<file path="src/rtl/burst_io_pkg.sv">
// burst_io_pkg: shared constants, splitter state and burst sizing helper
package burst_io_pkg;

    localparam int BOUNDARY_BYTES = 4096;

    typedef enum logic [1:0] {IDLE, CALC, REQ, FIN} split_state_t;

    // Largest burst from addr_lo that respects the beat budget, the burst cap and the 4 KB page
    function automatic logic [8:0] burst_beats(
        input logic [11:0] addr_lo,
        input logic [63:0] beats_left,
        input int          beat_shift,
        input int          max_beats
    );
        logic [12:0] to_bound;
        logic [63:0] b;
        to_bound = (13'(BOUNDARY_BYTES) - {1'b0, addr_lo}) >> beat_shift;
        b = (beats_left < 64'(max_beats)) ? beats_left : 64'(max_beats);
        b = (b < {51'b0, to_bound}) ? b : {51'b0, to_bound};
        return b[8:0];
    endfunction

endpackage

</file>
<file path="src/rtl/burst_splitter.sv">
// burst_splitter: cuts one address/length job into 4 KB-safe request bursts
module burst_splitter
    import burst_io_pkg::*;
#(
    parameter int ADDR_W     = 64,
    parameter int LEN_W      = 35,
    parameter int BEAT_BYTES = 64,
    parameter int MAX_BEATS  = 64
) (
    input  logic              clk,
    input  logic              rst_n,
    input  logic              start,
    input  logic              hold,
    input  logic [ADDR_W-1:0] base_addr,
    input  logic [LEN_W-1:0]  length,
    output logic              req,
    input  logic              ack,
    output logic [ADDR_W-1:0] addr,
    output logic [7:0]        len,
    output logic              fin
);

    localparam int SH = $clog2(BEAT_BYTES);

    split_state_t      state;
    logic              req_r;
    logic              fire;
    logic [8:0]        burst;
    logic [8:0]        cur_b;
    logic [8:0]        nxt_b;
    logic [LEN_W-1:0]  beats_left;
    logic [LEN_W-1:0]  nxt_left;
    logic [LEN_W:0]    len_up;
    logic [ADDR_W-1:0] nxt_addr;

    assign len_up   = {1'b0, length} + (LEN_W+1)'(BEAT_BYTES - 1);
    assign req      = req_r & ~hold;
    assign fire     = req & ack;
    assign fin      = state == FIN;
    assign nxt_addr = addr + (ADDR_W'(burst) << SH);
    assign nxt_left = beats_left - LEN_W'(burst);
    assign cur_b    = burst_beats(addr[11:0], 64'(beats_left), SH, MAX_BEATS);
    assign nxt_b    = burst_beats(nxt_addr[11:0], 64'(nxt_left), SH, MAX_BEATS);

    // Splitter FSM: load job, size bursts, present each until acked, then park in FIN
    always_ff @(posedge clk) begin
        if (!rst_n) begin
            state      <= IDLE;
            req_r      <= 1'b0;
            addr       <= '0;
            len        <= '0;
            burst      <= '0;
            beats_left <= '0;
        end else if (start) begin
            state      <= CALC;
            req_r      <= 1'b0;
            addr       <= base_addr & ~ADDR_W'(BEAT_BYTES - 1);
            beats_left <= LEN_W'(len_up >> SH);
        end else begin
            case (state)
                CALC: begin
                    if (beats_left == '0) begin
                        state <= FIN;
                    end else begin
                        burst <= cur_b;
                        len   <= 8'(cur_b - 9'd1);
                        req_r <= 1'b1;
                        state <= REQ;
                    end
                end
                REQ: begin
                    if (fire) begin
                        addr       <= nxt_addr;
                        beats_left <= nxt_left;
                        if (nxt_left == '0) begin
                            req_r <= 1'b0;
                            state <= FIN;
                        end else begin
                            burst <= nxt_b;
                            len   <= 8'(nxt_b - 9'd1);
                        end
                    end
                end
                default: ;
            endcase
        end
    end

endmodule

</file>
<file path="src/rtl/burst_io_ctrl.sv">
// burst_io_ctrl: read/write burst request control with outstanding-write limit and job status
module burst_io_ctrl
    import burst_io_pkg::*;
#(
    parameter int ADDR_W     = 64,
    parameter int LEN_W      = 35,
    parameter int BEAT_BYTES = 64,
    parameter int MAX_BEATS  = 64,
    parameter int MAX_OUT_WR = 16
) (
    input  logic              clk,
    input  logic              rst_n,
    input  logic              start,
    input  logic [ADDR_W-1:0] src_addr,
    input  logic [ADDR_W-1:0] dst_addr,
    input  logic [LEN_W-1:0]  rd_length,
    input  logic [LEN_W-1:0]  wr_length,
    output logic              rd_req,
    input  logic              rd_req_ack,
    output logic [ADDR_W-1:0] rd_addr,
    output logic [7:0]        rd_len,
    output logic              wr_req,
    input  logic              wr_req_ack,
    output logic [ADDR_W-1:0] wr_addr,
    output logic [7:0]        wr_len,
    input  logic              bvalid,
    input  logic [1:0]        bresp,
    output logic              bready,
    input  logic              done_i,
    output logic              idle,
    output logic              done,
    output logic              error
);

    localparam int OC_W = $clog2(MAX_OUT_WR) + 1;

    logic [OC_W-1:0] out_cnt;
    logic            go;
    logic            full;
    logic            rd_fin;
    logic            wr_fin;
    logic            b_fire;
    logic            wr_fire;

    assign go      = start & idle;
    assign full    = out_cnt == OC_W'(MAX_OUT_WR);
    assign bready  = ~idle;
    assign b_fire  = bvalid & bready;
    assign wr_fire = wr_req & wr_req_ack;

    burst_splitter #(
        .ADDR_W(ADDR_W), .LEN_W(LEN_W), .BEAT_BYTES(BEAT_BYTES), .MAX_BEATS(MAX_BEATS)
    ) u_rd (
        .clk(clk), .rst_n(rst_n), .start(go), .hold(1'b0),
        .base_addr(src_addr), .length(rd_length),
        .req(rd_req), .ack(rd_req_ack), .addr(rd_addr), .len(rd_len), .fin(rd_fin)
    );

    burst_splitter #(
        .ADDR_W(ADDR_W), .LEN_W(LEN_W), .BEAT_BYTES(BEAT_BYTES), .MAX_BEATS(MAX_BEATS)
    ) u_wr (
        .clk(clk), .rst_n(rst_n), .start(go), .hold(full),
        .base_addr(dst_addr), .length(wr_length),
        .req(wr_req), .ack(wr_req_ack), .addr(wr_addr), .len(wr_len), .fin(wr_fin)
    );

    // Outstanding write bursts: up on address accept, down on a response that has something to retire
    always_ff @(posedge clk) begin
        out_cnt <= !rst_n ? '0 : out_cnt + OC_W'(wr_fire) - OC_W'(b_fire && out_cnt != '0);
    end

    // Job status: start clears, completion and errors stick until the next accepted start
    always_ff @(posedge clk) begin
        if (!rst_n) begin
            idle  <= 1'b1;
            done  <= 1'b0;
            error <= 1'b0;
        end else begin
            idle  <= go ? 1'b0 : (idle | (done & done_i));
            done  <= go ? 1'b0 : (done | (rd_fin & wr_fin & (out_cnt == '0)));
            error <= go ? 1'b0 : (error | (b_fire & (|bresp)));
        end
    end

endmodule
</file>
<file path="config.mk">
export PLATFORM = sky130hd
export DESIGN_NAME = burst_io_ctrl
export DESIGN_NICKNAME = d
export VERILOG_FILES = /design/src/rtl/burst_io_pkg.sv /design/src/rtl/burst_splitter.sv /design/src/rtl/burst_io_ctrl.sv
export SDC_FILE = /design/constraint.sdc
export NUM_CORES = 1
export LEC_CHECK = 0
export ABC_AREA = 1
export BUFFER_PORTS_ARGS = -buffer_cell sky130_fd_sc_hd__buf_2
export CORE_MARGIN = 4
export CORE_UTILIZATION = 50
export CTS_CLUSTER_DIAMETER = 100
export DETAILED_ROUTE_END_ITERATION = 16
export PLACE_DENSITY_LB_ADDON = 0.15
export SLEW_MARGIN = 10
export SYNTH_ARGS = -nofsm -noshare
export SYNTH_HDL_FRONTEND = slang
export SYNTH_HIERARCHICAL = 1
export SYNTH_SLANG_ARGS = --single-unit
export TNS_END_PERCENT = 50
</file>
<file path="constraint.sdc">
create_clock -name clk -period 5 [get_ports clk]
set_input_delay 0.5 -clock clk [delete_from_list [all_inputs] [get_ports clk]]
set_output_delay 0.5 -clock clk [all_outputs]
set_load 0.02 [all_outputs]
</file>
==> results.py <==
metrics = {
    "placed_design": {
        "gp_congestion": 0.992,
        "dpl.hpwl_mm": 61.5,
        "place_inst": 4178,
        "place.port_buffers": 332,
    },
    "detailed_routing": {
        "ant_nets": 0,
        "drc": 0,
        "first_pass_iters": 6,
        "drt-initial-drc-count": 1958,
        "drt-vias-per-instance": 5.62,
        "drt-wirelength-per-cell_um": 18.5,
        "route.final.wire_length_mm": 78.5,
        "via_count": 23869,
    },
    "synthesis": {
        "synth-main-ff-cell": "dfxtp_1",
        "yosysWarnings": 6,
        "netlist_area_um2": 20500,
        "synthAdderAreaFrac_pct": 5.25,
        "synthArstFlopShare_pct": 0,
        "synth_area_per_cell_um2": 6.06,
        "yosys-top-cells-area": "dfxtp_1, nand2_1, inv_1",
        "synth-seq-cells": 234,
        "synth_top_family_by_area": "simple AND/OR/NAND/NOR gates",
        "synthMuxAreaShare_pct": 0,
        "synthDominantCellAreaShare_pct": 22.8,
        "syn_inst": 3386,
        "synth-xor-area-share_pct": 3.84,
        "synth-edff-count": 0,
        "synth-simple-area-share_pct": 42.1,
        "synth_top_area_cell": "dfxtp_1",
        "synth_cell_types": 67,
        "synth-compound-area-share_pct": 14.4,
        "seq_area_frac_synth_pct": 22.8,
    },
    "worst_setup_path": {
        "start_kind": "flip-flop",
        "path_class": "reg2reg",
        "r2r-start": "u_wr/beats_left[0]",
        "crit_path_top_delay_cell": "fa_1",
        "critPathMaxStageDelay_ns": 0.41,
        "cp_max_fo": 9,
        "cp_data_required_time_ns": 5.43,
        "cp-end-kind": "flip-flop",
        "r2r_slack_ns": 0.23,
        "r2r_cells": 33,
        "critPathArrivalTime_ns": 5.20,
        "rr_endpoint": "u_wr/len[6]",
        "crit_top_cell": "nand2_1",
    },
    "sta": {
        "worstMarginPinSlew_ns": 1.02,
        "clock.fmax_mhz": 210,
        "period_needed_ns": 4.77,
        "drv_slew": 0,
        "setup_viol": 0,
        "tns_ns": 0,
        "finalHoldViolations": 0,
        "slew_headroom_pct": 32.2,
        "finalClockSkew_ns": 0.0171,
        "post-route-period-util_pct": 95.4,
    },
    "min_path": {
        "min_to": "u_wr/addr[22]",
        "min_from": "dst_addr[22]",
        "hold_path.class": "in2reg",
        "hold_depth": 3,
    },
    "global_routing": {
        "grt_pass1_wl_mm": 121,
        "grt_overflow": 0,
        "grt_antenna_before_repair": 7,
        "grt_pass1_vias": 22870,
        "track_usage_pct": 33.4,
        "grt_max_degree": 73,
    },
    "die": {
        "die_w_um": 211,
        "floorplan.initialDensity_pct": 51.1,
        "die_area_um2": 44300,
        "die_h_um": 211,
        "core_area_um2": 40100,
        "ios": 357,
        "core.rowCount": 73,
    },
    "power_and_ir_drop": {
        "p_total_mw": 7.63,
        "ir_drop_uv": 295,
        "p_leak_nw": 11.2,
        "power_density_nw_per_um2": 318,
    },
    "clock_tree": {
        "cts.clk_slew.worst_paths_ns": 0.06,
        "insertion_delay_ns": 0.58,
        "hold_buffers": 0,
        "cts_buffer_depth": 3,
        "cts_tree": "done",
        "numCtsBuffers": 30,
        "htreeDepth": 1,
        "cts_num_sinks": 234,
        "cts_root_buf": "clkbuf_16",
    },
    "cells_and_area": {
        "finalNonFillerCells": 4246,
        "area_growth_pct": 17.1,
        "fill_cells": 4016,
        "layout-drive-gt1-share_pct": 18.6,
        "final_nets": 3983,
    },
    "job": {
        "drv_cap": 0,
    },
    "outcome": {
        "status": "finished, final reports clean",
    },
}
## cell usage after synthesis (12+ instances only)
master and number:
a21oi_1 142, a31oi_1 98, buf_4 13, clkbuf_1 72
dfxtp_1 234, ha_1 78, inv_1 445, inv_2 46
nand2_1 923, nand2_2 43, nand2_4 12, nand3_1 198
nand3_2 26, nand4_1 78, nor2_1 352, nor2_2 47
nor2_4 16, nor3_1 99, nor3_2 13, nor4_1 21
o211ai_1 48, o21ai_0 102, o21ai_1 18, o221ai_1 19
xnor2_1 23, xor2_1 65
## per-layer routing
metal  GRT usage, %  routed length [µm]
met1           40.8               31100
met2           58.8               38100
met3           4.72                5370
met4           14.6                3920
met5              0                  20
## kinds of logic after synthesis
kind of cell | Yosys count
other | 3
DFF | 234
adders and majority gates | 83
AOI/OAI and AO/OA | 491
and+or+nand+nor | 1880
xor gates and xnor gates | 89
buffers and inverters | 606
## worst max-delay path: cells and delay by family, from the launching register on
family	cells	cell delay [ns]
adders and majority gates	4	1.03
DFF	1	0.32
AOI/OAI and AO/OA	3	0.38
buffers and inverters	5	0.54
and+or+nand+nor	21	2.35
## metrics by stage
stage | area, µm² | hold slack, ns | util, % | worst slack, ns
finish | 24000 | 0.189 | 59.9 | 0.232
global route | 24000 | 0.186 | 59.9 | -0.0845
CTS | 23700 | 0.168 | 59.0 | 0.0808
detailed placement | 22600 | 0.448 | 56.5 | 0.0804
global placement | 22600 | 0.438 | 56.5 | 0.240
floorplan | 20500 | 0.430 | - | 0.407
## power by group
group / total [mW] / internal (mW) / switching (mW)
Clock: 2.29 / 1.41 / 0.882
Sequential: 2.19 / 2.02 / 0.172
Combinational: 3.15 / 1.05 / 2.10
Total: 7.63 / 4.48 / 3.15
## cells in the final DEF, fill, tap and decap left out, types with 24 or more instances in the layout
master       n
buf_2      332
o21ai_0    102
nor2_1     346
nand3_1    196
nor2_4      24
dfxtp_1    232
nand4_1     78
nor2_2      45
xor2_1      65
inv_1      441
a21oi_1    140
clkbuf_16   31
ha_1        71
nand2_2     49
inv_2       48
a31oi_1     98
buf_4       36
o211ai_1    48
nand3_2     27
nor3_1      95
nand2_1    916
## flip-flops by register name, indices dropped and copies added (netlist names), 5 cells and up
register / cells
u_rd/burst: 9
u_wr/len: 8
u_rd/beats_left: 35
u_rd/len: 8
u_wr/beats_left: 35
out_cnt: 5
u_wr/burst: 9
u_wr/addr: 58
u_rd/addr: 58
## repair_timing
action                                  in CTS  in global routing
gates resized for setup                      0                 49
endpoints found under the setup margin       0                 18
buffers inserted                             0                  8
## how the worst max path moves through the flow
stage,start,slack [ns],end
2_1_floorplan,u_wr/beats_left[0],0.41,u_wr/len[6]
3_3_place_gp,u_wr/burst[0],0.24,u_wr/len[6]
3_5_place_dp,u_wr/burst[0],0.08,u_wr/len[6]
4_1_cts,u_wr/burst[0],0.08,u_wr/len[6]
5_1_grt,u_wr/beats_left[0],-0.08,u_wr/len[6]
6_report,u_wr/beats_left[0],0.23,u_wr/len[6]
## layout make-up
cell class / instances / area [µm²] / area share, %
Antenna cell: 6 / 15.0 / 0.0625
Clock buffer: 45 / 878 / 3.66
Clock inverter: 9 / 145 / 0.605
Inverter: 501 / 1890 / 7.88
Multi-Input combinational cell: 2556 / 13800 / 57.3
Sequential cell: 234 / 4690 / 19.5
Tap cell: 525 / 657 / 2.74
Timing Repair Buffer: 370 / 1970 / 8.21
Note: power is estimated with default switching activity, not from simulation.
